File: config.mk
export PLATFORM = sky130hd
export DESIGN_NAME = zc_period_avg
export DESIGN_NICKNAME = d
export VERILOG_FILES = /design/src/rtl/zc_pkg.sv /design/src/rtl/zc_window_timer.sv /design/src/rtl/zc_period_avg.sv
export SDC_FILE = /design/constraint.sdc
export NUM_CORES = 1
export LEC_CHECK = 0
export ABC_AREA = 1
export BUFFER_PORTS_ARGS = -buffer_cell sky130_fd_sc_hd__buf_2
export CAP_MARGIN = 5
export CORE_MARGIN = 1
export CORE_UTILIZATION = 55
export DETAILED_ROUTE_END_ITERATION = 8
export MAX_ROUTING_LAYER = met4
export PLACE_DENSITY = 0.8
export SKIP_CTS_REPAIR_TIMING = 1
export SYNTH_ARGS = -nofsm -noshare
export SYNTH_HDL_FRONTEND = slang
export SYNTH_HIERARCHICAL = 1
export SYNTH_SLANG_ARGS = --single-unit
File: constraint.sdc
create_clock -name clk -period 9.4 [get_ports clk]
set_clock_uncertainty 0.05 [all_clocks]
set_input_delay 1.88 -clock clk [delete_from_list [all_inputs] [get_ports clk]]
set_output_delay 1.88 -clock clk [all_outputs]
set_load 0.02 [all_outputs]
File: src/rtl/zc_pkg.sv
// Shared definitions for the zero-crossing half-period averager:
// FSM state encoding, window-length clamp and accumulator sizing.
package zc_pkg;

  typedef enum logic [1:0] {
    IDLE  = 2'd0,
    ACCUM = 2'd1,
    HOLD  = 2'd2
  } state_t;

  localparam int ZC_COUNTER_SIZE = 32;
  localparam int ZC_LOG_MAX_AVG  = 8;
  localparam int ZC_TIMEOUT_SIZE = 32;
  localparam int ZC_ACC_W        = ZC_COUNTER_SIZE + ZC_LOG_MAX_AVG;

  function automatic int acc_width(input int counter_size, input int log_max_avg);
    return counter_size + log_max_avg;
  endfunction

  function automatic logic [7:0] clamp_log(input logic [7:0] log_avg_len,
                                           input logic [7:0] log_max_avg);
    return (log_avg_len > log_max_avg) ? log_max_avg : log_avg_len;
  endfunction

endpackage

File: src/rtl/zc_window_timer.sv
// Stall timer for an open averaging window: counts cycles without an accepted
// sample and flags expiry one cycle before reaching the programmed timeout.
module zc_window_timer
  import zc_pkg::*;
#(
  parameter int TIMEOUT_SIZE = ZC_TIMEOUT_SIZE
) (
  input  logic                    clk,
  input  logic                    reset_n,
  input  logic                    clear,
  input  logic [TIMEOUT_SIZE-1:0] timeout,
  input  logic                    restart,
  input  logic                    enable,
  output logic                    expire
);

  logic [TIMEOUT_SIZE-1:0] timer_r;

  // A sample arriving in the expiry cycle wins, so restart masks expire.
  assign expire = enable && !restart && (timeout != {TIMEOUT_SIZE{1'b0}}) &&
                  (timer_r == timeout - {{(TIMEOUT_SIZE-1){1'b0}}, 1'b1});

  // Idle-cycle counter; held at zero outside an open window.
  always_ff @(posedge clk) begin
    if (!reset_n || clear) begin
      timer_r <= {TIMEOUT_SIZE{1'b0}};
    end else if (restart || !enable) begin
      timer_r <= {TIMEOUT_SIZE{1'b0}};
    end else begin
      timer_r <= timer_r + {{(TIMEOUT_SIZE-1){1'b0}}, 1'b1};
    end
  end

endmodule

File: src/rtl/zc_period_avg.sv
// Averages 2^eff same-sign half-period counts from the zero-crossing detector
// and emits one floor-averaged count per window as a single-beat stream packet.
module zc_period_avg
  import zc_pkg::*;
#(
  parameter int COUNTER_SIZE = ZC_COUNTER_SIZE,
  parameter int LOG_MAX_AVG  = ZC_LOG_MAX_AVG,
  parameter int TIMEOUT_SIZE = ZC_TIMEOUT_SIZE
) (
  input  logic                    clk,
  input  logic                    reset_n,
  input  logic                    clear,
  input  logic [7:0]              log_avg_len,
  input  logic [TIMEOUT_SIZE-1:0] timeout,
  input  logic [COUNTER_SIZE-1:0] i_tdata,
  input  logic                    i_tvalid,
  input  logic                    i_tlast,
  output logic                    i_tready,
  output logic [COUNTER_SIZE-1:0] o_tdata,
  output logic                    o_tvalid,
  output logic                    o_tlast,
  input  logic                    o_tready,
  output logic                    stale,
  output logic [15:0]             sign_restarts
);

  localparam int ACC_W = acc_width(COUNTER_SIZE, LOG_MAX_AVG);
  localparam int CNT_W = LOG_MAX_AVG + 1;

  state_t                    state_r, state_nxt_s;
  logic signed [ACC_W-1:0]   sum_r, sum_nxt_s, sext_s, acc_sum_s, shifted_s;
  logic [CNT_W-1:0]          cnt_r, cnt_nxt_s, target_s;
  logic [7:0]                eff_r, eff_nxt_s, eff_idle_s;
  logic                      sign_r, sign_nxt_s;
  logic [COUNTER_SIZE-1:0]   odata_r, odata_nxt_s;
  logic                      ovalid_r, ovalid_nxt_s;
  logic                      stale_r, stale_nxt_s;
  logic [15:0]               restarts_r, restarts_nxt_s;
  logic                      accept_s, msb_s, expire_s, unused_s;

  assign unused_s      = i_tlast;
  assign msb_s         = i_tdata[COUNTER_SIZE-1];
  assign sext_s        = {{LOG_MAX_AVG{msb_s}}, i_tdata};
  assign acc_sum_s     = sum_r + sext_s;
  assign shifted_s     = acc_sum_s >>> eff_r;
  assign eff_idle_s    = clamp_log(log_avg_len, 8'(LOG_MAX_AVG));
  assign target_s      = {{(CNT_W-1){1'b0}}, 1'b1} << eff_r;
  assign i_tready      = (state_r != HOLD);
  assign accept_s      = i_tvalid && i_tready;
  assign o_tdata       = odata_r;
  assign o_tvalid      = ovalid_r;
  assign o_tlast       = ovalid_r;
  assign stale         = stale_r;
  assign sign_restarts = restarts_r;

  zc_window_timer #(.TIMEOUT_SIZE(TIMEOUT_SIZE)) u_timer (
    .clk     (clk),
    .reset_n (reset_n),
    .clear   (clear),
    .timeout (timeout),
    .restart (accept_s),
    .enable  (state_r == ACCUM),
    .expire  (expire_s)
  );

  // Next-state, accumulator and output-register update.
  always_comb begin
    state_nxt_s    = state_r;
    sum_nxt_s      = sum_r;
    cnt_nxt_s      = cnt_r;
    eff_nxt_s      = eff_r;
    sign_nxt_s     = sign_r;
    odata_nxt_s    = odata_r;
    ovalid_nxt_s   = ovalid_r;
    stale_nxt_s    = stale_r;
    restarts_nxt_s = restarts_r;
    case (state_r)
      IDLE: begin
        eff_nxt_s = eff_idle_s;
        if (accept_s) begin
          sum_nxt_s  = sext_s;
          cnt_nxt_s  = {{(CNT_W-1){1'b0}}, 1'b1};
          sign_nxt_s = msb_s;
          // A one-sample window completes immediately: pass the sample through.
          if (eff_idle_s == 8'd0) begin
            odata_nxt_s  = i_tdata;
            ovalid_nxt_s = 1'b1;
            state_nxt_s  = HOLD;
          end else begin
            state_nxt_s = ACCUM;
          end
        end else begin
          state_nxt_s = IDLE;
        end
      end
      ACCUM: begin
        if (accept_s) begin
          if (msb_s != sign_r) begin
            sum_nxt_s  = sext_s;
            cnt_nxt_s  = {{(CNT_W-1){1'b0}}, 1'b1};
            sign_nxt_s = msb_s;
            if (restarts_r != 16'hFFFF) begin
              restarts_nxt_s = restarts_r + 16'd1;
            end else begin
              restarts_nxt_s = restarts_r;
            end
          end else if (cnt_r + {{(CNT_W-1){1'b0}}, 1'b1} == target_s) begin
            sum_nxt_s    = acc_sum_s;
            cnt_nxt_s    = cnt_r + {{(CNT_W-1){1'b0}}, 1'b1};
            odata_nxt_s  = shifted_s[COUNTER_SIZE-1:0];
            ovalid_nxt_s = 1'b1;
            state_nxt_s  = HOLD;
          end else begin
            sum_nxt_s = acc_sum_s;
            cnt_nxt_s = cnt_r + {{(CNT_W-1){1'b0}}, 1'b1};
          end
        end else if (expire_s) begin
          sum_nxt_s   = {ACC_W{1'b0}};
          cnt_nxt_s   = {CNT_W{1'b0}};
          stale_nxt_s = 1'b1;
          state_nxt_s = IDLE;
        end else begin
          state_nxt_s = ACCUM;
        end
      end
      HOLD: begin
        if (o_tready) begin
          ovalid_nxt_s = 1'b0;
          stale_nxt_s  = 1'b0;
          sum_nxt_s    = {ACC_W{1'b0}};
          cnt_nxt_s    = {CNT_W{1'b0}};
          state_nxt_s  = IDLE;
        end else begin
          state_nxt_s = HOLD;
        end
      end
      default: begin
        state_nxt_s = IDLE;
      end
    endcase
  end

  // State and datapath registers; reset and clear drop any partial window.
  always_ff @(posedge clk) begin
    if (!reset_n || clear) begin
      state_r    <= IDLE;
      sum_r      <= {ACC_W{1'b0}};
      cnt_r      <= {CNT_W{1'b0}};
      eff_r      <= 8'd0;
      sign_r     <= 1'b0;
      odata_r    <= {COUNTER_SIZE{1'b0}};
      ovalid_r   <= 1'b0;
      stale_r    <= 1'b0;
      restarts_r <= 16'd0;
    end else begin
      state_r    <= state_nxt_s;
      sum_r      <= sum_nxt_s;
      cnt_r      <= cnt_nxt_s;
      eff_r      <= eff_nxt_s;
      sign_r     <= sign_nxt_s;
      odata_r    <= odata_nxt_s;
      ovalid_r   <= ovalid_nxt_s;
      stale_r    <= stale_nxt_s;
      restarts_r <= restarts_nxt_s;
    end
  end

endmodule
# After elaboration in Yosys (flattened, before gate mapping)
# Index checks and enable logic that the tools add are counted.
# op_classes
addsub,5
n_lt_le_gt_ge,1
eq_ne,19
shift,2
n_mux,41
n_reduce_logical,23
# op_table
op,count
two-way mux 40 bit,5
two-way mux 32 bit,5
case mux 40 bit (3 select lines),1
case mux 32 bit (2 select lines),1
two-way mux 9 bit,5
adder 40 x 32 -> 40 bit,1
>>> shifter 40 x 8 -> 32 bit,1
"adder 32 x 1 -> 32 bit, second input constant",1
equality test 32 bit,1
nonzero test 32 bit,1
"subtractor 32 x 1 -> 32 bit, second input constant",1
case mux 9 bit (3 select lines),1
"adder 16 x 1 -> 16 bit, second input constant",1
"!= test 16 bit, second input constant",1
"!= test 2 bit, second input constant",8
AND reduction 4 bit,4
two-way mux 1 bit,12
two-way mux 2 bit,6
"adder 9 x 1 -> 9 bit, second input constant",1
equality test 9 bit,1
"left shift 1 x 8 -> 9 bit, first input constant",1
"> comparator 8 x 4 -> 1 bit, second input constant",1
logical NOT 8 bit,1
two-way mux 8 bit,1
19 further kinds,29
# totals
reg_bits,142
inputBits,78
output_inout_bits,52
word_cells,101

# Depth between registers and ports, before layout
# Gate-level depths: netlist (run 1).
# depth
depth_word,9
depth_mapped,30
mapped_depth_nobuf,28

# Hierarchy
# Netlist (run 1), hierarchy kept.
# by_module_without_submodules
mod,n_inst,cells_per_inst,area_each_um2,seq_area_each_um2
zc_period_avg,1,1868,10816.6,2202.1
zc_window_timer,1,524,2957.8,640.6

# Worst setup path after synthesis (run 1)
# No wires, ideal clock.
# synth_path
path_kind,input -> register
start,in i_tdata[0]
end,"reg odata_r[3], in the netlist o_tdata[3]"
setup_time_ns,0.134
arrival_ns,4.257
required_ns,9.216
setup_slack_ns,4.959
cell_stages,25
n_path_buf,0
cell_sequence,ha_1 -> fa_1 -> nand3_1 -> nand3_1 -> nand2_1 -> nand2_1 -> nand2_1 -> nand3_1 -> or2_2 -> nand3_1 -> nand3_1 -> nand3_1 -> nand2_1 -> nand2_1 -> nand2_1 -> nand2_1 -> nand2_1 -> nand2_1 -> nand2_1 -> inv_1 -> nand2_1 -> nand2_1 -> nand2_1 -> nand2_1 -> a21oi_2
# synth_via
elab_chain_cells,6
# synth_lines
element,line_no,text
"start, declared",zc_period_avg.sv:15,"input logic [COUNTER_SIZE-1:0] i_tdata,"
adder 40 x 32 -> 40 bit,zc_period_avg.sv:44,assign acc_sum_s = sum_r + sext_s;
>>> shifter 40 x 8 -> 32 bit,zc_period_avg.sv:45,assign shifted_s = acc_sum_s >>> eff_r;
two-way mux 32 bit,zc_period_avg.sv:107,"end else if (cnt_r + {{(CNT_W-1){1'b0}}, 1'b1} == target_s) begin"
two-way mux 32 bit,zc_period_avg.sv:98,if (msb_s != sign_r) begin
two-way mux 32 bit,zc_period_avg.sv:97,if (accept_s) begin
case mux 32 bit (2 select lines),zc_period_avg.sv:77,case (state_r)
"end signal, assigned",zc_period_avg.sv:151,odata_r <= {COUNTER_SIZE{1'b0}};
"end signal, assigned",zc_period_avg.sv:161,odata_r <= odata_nxt_s;
"end, declared",zc_period_avg.sv:35,"logic [COUNTER_SIZE-1:0] odata_r, odata_nxt_s;"
# Every way passes these cells. The select of a mux whose other input is x is not followed.
# A chain may end at the register's enable or synchronous reset.

# Final worst setup path (run 1)
# layout_path
start,reg eff_r[3]
end,"reg odata_r[22], in the netlist o_tdata[22]"
# layout_via
elab_chain_cells,5
elab_cells_between_ends,9
cone_classes,eq/ne (2); shift (2); mux (4); reduce/logical (1)
# layout_lines
element,line_no,text
"start, declared",zc_period_avg.sv:33,"logic [7:0] eff_r, eff_nxt_s, eff_idle_s;"
"start signal, assigned",zc_period_avg.sv:159,eff_r <= eff_nxt_s;
>>> shifter 40 x 8 -> 32 bit,zc_period_avg.sv:45,
two-way mux 32 bit,zc_period_avg.sv:107,
two-way mux 32 bit,zc_period_avg.sv:98,
two-way mux 32 bit,zc_period_avg.sv:97,
case mux 32 bit (2 select lines),zc_period_avg.sv:77,
# Parallel ways exist; a longest one is shown, timed or not. The select of a mux whose other input is x is not followed.

==> summary.md, run 1 <==
| Metric | Value |
|---|---|
| Mapped Cells | between 2k and 2.5k |
| HPWL Detailed | 38500 um |
| Max Slew Vio Count | 0 |
| DR vias | between 15k and 20k |
| Drt wl/cell | 17.9 um |
| Port bufs | roughly 130 |
| Slew HR | between 20 and 25% |
| # fillers | 2507 |
| FF+latch count, synth | 142 |
| Reg-to-reg startpoint | eff_r[3]$_SDFFE_PP0P_ |
| Post-synthesis sequential area ratio | 20.6% |
| Worst-Skew Late Latency | ~460 ps |
| Peak supply drop | 0.105 mV |
| Highest-delay cell along the critical path | dfxtp_1 |
| First-pass GRT wire length | 78900 um |
| TNS Setup | 0 ps |
| HP Start | sign_r$_SDFFE_PP0P_ |
| Die span in y | 160 um |
| Pwr/cell area | 126 nW/um^2 |
| WHS | 431 ps |
| Worst reg-to-reg setup slack | 3550 ps |
| TritonCTS Buffers | 17 |
| Crit-path leading delay family | simple AND/OR/NAND/NOR gates |
| Post-route ant nets | 0 |
| Number of synthesized flops with an enable pin | 0 |
| Tot Pwr | 1.90 mW |
| Root Buffer | clkbuf_16 |
| Initial antenna violation count | 3 |
| Area of the die | 25700 sq um |
| First-pass detailed-route iteration total | 6 |
| Most common flop cell mapped by yosys | dfxtp_1 |
| Final setup viols | 0 |
| Largest stage delay, worst path | about 1100 ps |
| Row count | 57 |
| Drt first-iter violations | 1496 |
| Hold Fails Final Rpt | 0 |
| End point of the worst hold path | sign_r$_SDFFE_PP0P_ |
| GRT Resource Usage Total | between 30% and 40% |
| Post-Syn Nets | approximately 2.5k |
| CTS sink count | 142 |
| Post-synth ARST share | 0% |
| Final design utilization | roughly three fifths |
| Fin nets | around 2.6k |
| TritonCTS clock tree | yes |
| Maximum capacitance violations | 0 |
| Netlist cell types | 57 |
| I/O pins | 130 |
| CTS H-tree lvls | 4 |
| RSZ-0062 raised after global routing | no |
| Worst hold-check path type | register to register |
| Die width | 160 um |
| Crit. Startpoint | eff_r[3]$_SDFFE_PP0P_ |
| Syn Area/Cell | roughly 5.8 sq um |
| Final worst path period need | 5850 ps |
| CP bufs+invs | 3 |
| Grt total ovfl | 0 |
| Vias in the first global route | 15.2k |
| RD Place Congestion | 1.01 |
| CP Data Required Time | just under 10000 ps |
| Startpoint types | register |
| Path type of the worst setup path | register to register |
| RR Endpoint | o_tdata[22]$_SDFFE_PP0P_ |
| R2r worst-path depth | 14 |
| LEAKAGE | 7.23 nW |
| Final WL | 50100 um |
| Worst-margin pin slew | 1170 ps |
| Residual DRC | 0 |
| Period Utilization, post-route | 62.2% |
| CP Data Arrival Time | around 6100 ps |
| Clock transition at the registers of the reported paths | 70 ps |
| Initial Utilization | a little under three fifths |
| Core Area | 24500 sq um |
| Largest net degree at the start of global routing | 85 |
| CP max FO | 40 |
| Vias per cell | 5.83 |
| Cell area after synthesis | 13800 sq um |
| Setup crit end kind | register |
| Hold path depth | 2 |
| Area grow syn2layout | 9.92% |
| Share of cells above drive strength 1 | a little over a tenth |
| Clk buf depth | 2 |
| Fmax | 0.171 GHz |
| Status | finished, final reports clean |
| Crit path cell chain | inv_1 -> nand3_1 -> nor3_2 -> xor2_1 -> o2111ai_1 -> nor3_1 -> o2111ai_1 -> nand2_1 -> nand2_1 -> nor3_4 -> inv_2 -> buf_4 -> a21oi_1 -> a21oi_1 |
| Yosys warnings | 6 |
cell type report:
cell class,count,area [sq um],area share (%)
repair buffers,143,753,4.97
flip-flops and latches,142,2840,18.8
well taps,324,405,2.68
multi-input cells,1885,9490,62.7
diodes,5,12.5,0.0826
inverters,273,1020,6.77
clock buffers,17,425,2.81
clock inverters,15,190,1.26
cells in the mapped netlist, types with 4 or more instances:
master	number	area [sq um]
nand2_1	669	2510
nand3_1	289	1450
inv_1	258	968
nor2_1	238	893
a21oi_1	205	1030
o21ai_0	156	781
dfxtp_1	142	2840
clkbuf_1	49	184
ha_1	47	588
xor2_1	29	254
nand3_2	28	280
xnor2_1	23	201
nand4_1	22	138
nor3_1	21	105
o211ai_1	21	158
a31oi_1	18	113
buf_2	18	90.1
buf_1	15	56.3
nand3b_1	13	97.6
o221ai_1	11	96.3
inv_2	10	37.5
nor2_4	9	101
o21a_1	9	67.6
or2_2	9	56.3
buf_6	8	90.1
a21oi_2	6	52.6
nand2_2	6	37.5
o21ai_1	6	30.0
o21bai_1	6	45.0
a211oi_1	5	37.5
clkinv_1	5	18.8
nor2_2	4	25.0
nor3b_1	4	30.0
worst reg2reg max path, stage by stage, from the launching register on:
cell       delay, ps
dfxtp_1         1070
inv_1            880
nand3_1          450
nor3_2            90
xor2_1           190
o2111ai_1        150
nor3_1           190
o2111ai_1        170
nand2_1          100
nand2_1          110
nor3_4           840
inv_2            380
buf_4            370
a21oi_1          540
a21oi_1          140
state kept, by name, summed over array words and instances, names as in the netlist:
signal	count
eff_r	8
o_tdata	32
sum_r	40
stale	1
sign_restarts	16
cnt_r	9
o_tlast	1
state_r	2
sign_r	1
u_timer/timer_r	32
layer usage:
metal / track usage, % / wire length (um) / up-vias / part of all wire (%)
met5: - / 0 / - / 0
met1: 46.7 / 20500 / 7412 / 41
li1: - / - / 8065 / -
met4: 19.0 / 2360 / 0 / 4.7
met3: 6.94 / 3750 / 156 / 7.5
met2: 66.5 / 23500 / 701 / 47
power breakdown:
group	switching, mW	total (mW)	internal, mW
Sequential	0.0116	0.628	0.616
Clock	0.356	0.719	0.363
Combinational	0.385	0.558	0.173
Total	0.753	1.90	1.15
per-stage QoR:
step | area [sq um] | setup slack [ps] | instances
after floorplan | 13800 | 4960 | 2392
after detailed placement | 14500 | 3570 | 2767
final | 15100 | 3550 | 2804
after CTS | 15100 | 3720 | 2799
after global routing | 15100 | 3180 | 2802
after global placement | 14500 | 3670 | 2767
cell usage in the layout (no fill, tap or decap), types with 10 or more instances in the layout:
cell	n
nand3b_1	13
nor3_1	21
a31oi_1	18
inv_1	258
ha_1	47
inv_2	10
nand3_1	289
nand4_1	22
buf_4	15
nand3_2	28
xnor2_1	23
buf_2	128
xor2_1	29
a21oi_1	205
dfxtp_1	142
o21ai_0	156
nor2_4	10
nor2_1	235
o221ai_1	11
o211ai_1	21
nand2_1	669
clkbuf_16	17
worst max-delay path by stage:
stage | to | cells after the start
floorplan | o_tdata[3]$_SDFFE_PP0P_ | 25
global placement | o_tdata[23]$_SDFFE_PP0P_ | 17
detailed placement | cnt_r[7]$_SDFFE_PP0P_ | 12
CTS | o_tdata[22]$_SDFFE_PP0P_ | 14
global route | o_tdata[22]$_SDFFE_PP0P_ | 14
finish | o_tdata[22]$_SDFFE_PP0P_ | 14
cell families after synthesis:
kind of cell               after synthesis  synth area share [%]
buffers and inverters                  365                  10.6
xor gates and xnor gates                53                  3.42
adders and majority gates               48                  4.41
AOI/OAI and AO/OA                      457                  18.3
and+or+nand+nor                       1327                  42.7
DFF                                    142                  20.6
Power figures use the tool's default switching activity.
==> run 2, diff against run 1 <==
Settings changed: PLACE_DENSITY 0.8 to 0.83.
Clock period 9.4 ns to 5.15 ns, I/O delays scaled along.
==> summary.md, run 2 (synthesized netlist as in run 1, its figures left out) <==
| Metric | Value |
|---|---|
| Largest register FFs | 40 |
| Final WL | 49700 um |
| Residual DRC | 0 |
| Die span in y | 160 um |
| DR vias | 16.5k |
| CTS sink count | 142 |
| Largest stage delay, worst path | 380 ps |
| Pwr/cell area | 229 nW/um^2 |
| Initial antenna violation count | 2 |
| CP max FO | 74 |
| Slew HR | approximately 33% |
| Post-route ant nets | 0 |
| Initial Utilization | 56.3% |
| Root Buffer | clkbuf_16 |
| CP Data Required Time | 5420 ps |
| Crit path cell chain | buf_2 -> ha_1 -> a21oi_1 -> o21ai_0 -> nand2_1 -> nand2_1 -> a21oi_1 -> nand3_2 -> nand3_2 -> buf_12 -> nand3_1 -> nand3_1 -> nand2_1 -> o21ai_0 -> o21ai_0 -> o21ai_0 -> a21oi_1 |
| Highest-delay cell along the critical path | o21ai_0 |
| Peak supply drop | 0.231 mV |
| Vias in the first global route | 14.9k |
| Hold Fails Final Rpt | 0 |
| Largest net degree at the start of global routing | 75 |
| Path type of the worst setup path | input port to register |
| Final worst path period need | approximately 4200 ps |
| RSZ-0062 raised after global routing | no |
| Core Area | ~24000 sq um |
| Area of the die | approximately 26000 sq um |
| Crit-path leading delay family | compound AO/OA/AOI/OAI gates |
| Row count | 57 |
| Maximum capacitance violations | 0 |
| CP Data Arrival Time | 4480 ps |
| HP Start | o_tdata[1]$_SDFFE_PP0P_ |
| Die width | roughly 160 um |
| RD Place Congestion | 1.04 |
| I/O pins | 130 |
| Grt total ovfl | 0 |
| Worst-margin pin slew | roughly 1000 ps |
| Tot Pwr | 3.48 mW |
| Clock transition at the registers of the reported paths | around 70 ps |
| Worst hold-check path type | register to register |
| Clk buf depth | 2 |
| TritonCTS clock tree | yes |
| LEAKAGE | ~7.3 nW |
| First-pass GRT wire length | 77600 um |
| Met3 WL | approximately 4000 um |
| Fmax | between 0.2 and 0.25 GHz |
| Drt first-iter violations | 1614 |
| Period Utilization, post-route | 81.6% |
| Reg-to-reg startpoint | eff_r[2]$_SDFFE_PP0P_ |
| Commonest non-fill, non-tap cell in the layout | nand2_1 |
| M1 WL | approximately 20000 um |
| First-pass detailed-route iteration total | 6 |
| CP bufs+invs | 2 |
| # fillers | 2440 |
| Crit. Startpoint | i_tdata[31] |
| Port bufs | 128 |
| Startpoint types | input port |
| Final setup viols | 0 |
| Drt wl/cell | 17.7 um |
| Largest Register | sum_r |
| Status | finished, final reports clean |
| Setup crit end kind | register |
| CTS H-tree lvls | 4 |
| Area grow syn2layout | 10.3% |
| TNS Setup | 0 ps |
| Commonest non-fill, non-tap cells in the layout | nand2_1 (669), nand3_1 (289), inv_1 (258), nor2_1 (235), a21oi_1 (205) |
| Final design utilization | between 60 and 70% |
| TritonCTS Buffers | 17 |
| Max Slew Vio Count | 0 |
| Most used cell, CP | o21ai_0 |
| Fin nets | approximately 2.6k |
| HPWL Detailed | 38600 um |
| Vias per cell | 5.86 |
| Top routing layer in use | met4 |
| Worst-Skew Late Latency | 450 ps |
| Share of cells above drive strength 1 | 10.8% |
| GRT Resource Usage Total | about two fifths |
| WL met2 | between 20000 and 25000 um |
[run 2: path summary, 6_finish.rpt]
path                                                 end  slack, ps  cells past startpoint
worst max-delay path            o_tdata[23]$_SDFFE_PP0P_        950                     17
worst min-delay path             o_tdata[1]$_SDFFE_PP0P_        420                      2
worst min register to register   o_tdata[1]$_SDFFE_PP0P_        420                      2
worst max register to register   o_tdata[6]$_SDFFE_PP0P_        960                     16
[run 2: layout make-up]
type / instances / area [sq um] / share of cell area, %
timing repair buffer: 151 / 826 / 5.43
sequential: 142 / 2840 / 18.7
antenna: 2 / 5.00 / 0.0329
clock inverter: 15 / 179 / 1.18
clock buffer: 17 / 425 / 2.80
inverter: 273 / 1020 / 6.74
multi-input combinational: 1885 / 9490 / 62.4
tap: 324 / 405 / 2.67
[run 2: stage by stage]
step | hold slack, ps | cells | setup WS, ps | area [sq um]
after floorplan | 391 | 2392 | 1560 | 13800
after global placement | 405 | 2775 | 669 | 14600
after detailed placement | 409 | 2775 | 675 | 14600
after CTS | 422 | 2807 | 1120 | 15200
after global routing | 450 | 2809 | 589 | 15200
final | 423 | 2809 | 948 | 15200
[run 2: where the power goes]
group	leakage, nW	internal [mW]	switching (mW)	total (mW)
sequential	1.15	1.12	0.0172	1.14
combinational	5.83	0.323	0.722	1.04
clock	0.295	0.658	0.633	1.29
[run 2: routing by layer]
metal,GRT usage (%),vias to the layer above
met3,4.75,122
met4,18.7,0
li1,-,8047
met2,65.0,812
met1,47.0,7483
met5,-,-
[run 2: worst min-delay path, stage by stage, from the launching register on]
cell	delay, ps
dfxtp_1	310
nand2_1	60
a21oi_1	60
==> run 3, diff against run 2 <==
Clock period 5.15 ns to 3.82 ns, I/O delays scaled along.
==> summary.md, run 3 (synthesized netlist as in run 1, its figures left out) <==
| Metric | Value |
|---|---|
| Crit-path leading delay family | simple AND/OR/NAND/NOR gates |
| Die span in y | 160 um |
| Clk buf depth | 2 |
| Peak supply drop | 0.245 mV |
| Final instance area | 16800 sq um |
| Path type of the worst setup path | input port to register |
| Commonest non-fill, non-tap cells in the layout | nand2_1 (665), nand3_1 (283), inv_1 (258), nor2_1 (233), buf_4 (214) |
| Largest net degree at the start of global routing | 63 |
| Setup crit end kind | register |
| Highest-delay cell along the critical path | fa_1 |
| RSZ-0062 raised after global routing | yes |
| Worst-margin pin slew | 861 ps |
| Commonest non-fill, non-tap cell in the layout | nand2_1 |
| # fillers | about 2.3k |
| GRT Resource Usage Total | 41.6% |
| Vias in the first global route | 16.0k |
| Port bufs | roughly 130 |
| RD Place Congestion | 1.03 |
| CP bufs+invs | 3 |
| Die width | around 160 um |
| Area grow syn2layout | 22.1% |
| Fin nets | approximately 2.8k |
| CTS sink count | 142 |
| Final worst slack | approximately 120 ps |
| CTS H-tree lvls | 4 |
| Post-route ant nets | 0 |
| Largest Register | sum_r |
| CP Data Arrival Time | 3970 ps |
| Largest register FFs | 40 |
| Most used cell, CP | nand3_1 |
| Hold Fails Final Rpt | 0 |
| Root Buffer | clkbuf_16 |
| TritonCTS Buffers | 17 |
| CP max FO | 3 |
| Final design utilization | 68.8% |
| Place WS | -344 ps |
| CP Data Required Time | 4090 ps |
| Vias per cell | about 5.8 |
| Max Slew Vio Count | 0 |
| Final WL | 52500 um |
| Drt first-iter violations | 1911 |
| Final worst path period need | between 3000 and 4000 ps |
| Largest stage delay, worst path | 410 ps |
| HPWL Detailed | 41000 um |
| First-pass GRT wire length | 82700 um |
| Drt wl/cell | approximately 17 um |
| Clock transition at the registers of the reported paths | around 70 ps |
| TritonCTS clock tree | yes |
| Post-DP Area | 16100 sq um |
| Maximum capacitance violations | 0 |
| Row count | 57 |
| DR vias | 17.4k |
| LEAKAGE | 8.29 nW |
| Grt total ovfl | 0 |
| Worst hold-check path type | register to register |
| Residual DRC | 0 |
| First-pass detailed-route iteration total | 6 |
| Initial Utilization | 56.3% |
| Inst Count DP | 2972 |
| Fmax | 0.270 GHz |
| Period Utilization, post-route | 96.8% |
| Startpoint types | input port |
| Slew HR | 42.4% |
| I/O pins | 130 |
| Crit path cell chain | buf_2 -> ha_1 -> fa_1 -> buf_4 -> nand3_1 -> nand3_1 -> nand2_1 -> nand2_1 -> nand2_1 -> nand3b_1 -> nand3_1 -> nand3_1 -> nand3_1 -> nand2_1 -> o21ai_0 -> o21ai_0 -> buf_4 -> o21ai_0 -> a21oi_1 |
| Final std cells w/o fill | approximately 3.0k |
| Area of the die | 25700 sq um |
| Worst-Skew Late Latency | 450 ps |
| Share of cells above drive strength 1 | 18.0% |
| Initial antenna violation count | 2 |
| Status | finished, final reports clean |
| Core Area | 24500 sq um |
| Final setup viols | 0 |
| Pwr/cell area | 298 nW/um^2 |
run 3: stage by stage:
step	TNS [ps]	hold slack, ps	total power, mW
2_1_floorplan	0	391	2.51
3_3_place_gp	-4950	405	3.19
3_5_place_dp	-8280	411	3.22
4_1_cts	0	430	4.96
5_1_grt	-43.6	446	5.24
6_report	0	429	5.02
run 3: worst reg2reg max path: stages, from the launching register on:
cell and delay (ps):
dfxtp_1 350, ha_1 220, fa_1 410, buf_4 170, nand3_1 80, nand3_1 150, nand2_1 120, nand2_1 130
nand2_1 120, nand3b_1 90, nand3_1 220, nand3_1 130, nand3_1 120, nand2_1 90, o21ai_0 310, o21ai_0 120
buf_4 160, o21ai_0 310, a21oi_1 120
run 3: layout make-up:
type,instances,area (sq um),share of cell area (%)
Inverter,273,1020,6.09
Tap cell,324,405,2.41
Sequential cell,142,2840,16.9
Antenna cell,2,5.00,0.0297
Clock inverter,15,183,1.09
Multi-Input combinational cell,1885,9570,56.9
Clock buffer,17,425,2.53
Timing Repair Buffer,348,2370,14.1
run 3: per-layer routing:
| layer | vias to the layer above | global-route usage [%] | part of all wire, % |
|---|---|---|---|
| li1 | 8457 | - | - |
| met1 | 7874 | 49.3 | 40 |
| met2 | 885 | 66.7 | 45 |
| met3 | 181 | 5.12 | 7.5 |
| met4 | 0 | 26.8 | 7.1 |
| met5 | - | - | 0 |
run 3: final timing paths:
kind / startpoint / cells after the start / endpoint / slack [ps]
max: i_tdata[0] / 19 / o_tdata[23]$_SDFFE_PP0P_ / 120
min reg2reg: o_tdata[2]$_SDFFE_PP0P_ / 2 / o_tdata[2]$_SDFFE_PP0P_ / 430
min: o_tdata[2]$_SDFFE_PP0P_ / 2 / o_tdata[2]$_SDFFE_PP0P_ / 430
max reg2reg: sum_r[0]$_SDFFE_PP0P_ / 18 / o_tdata[23]$_SDFFE_PP0P_ / 230
run 3: power by group:
group	internal [mW]	total (mW)	switching, mW
sequential	1.52	1.54	0.0258
combinational	0.666	1.72	1.05
clock	0.891	1.76	0.867
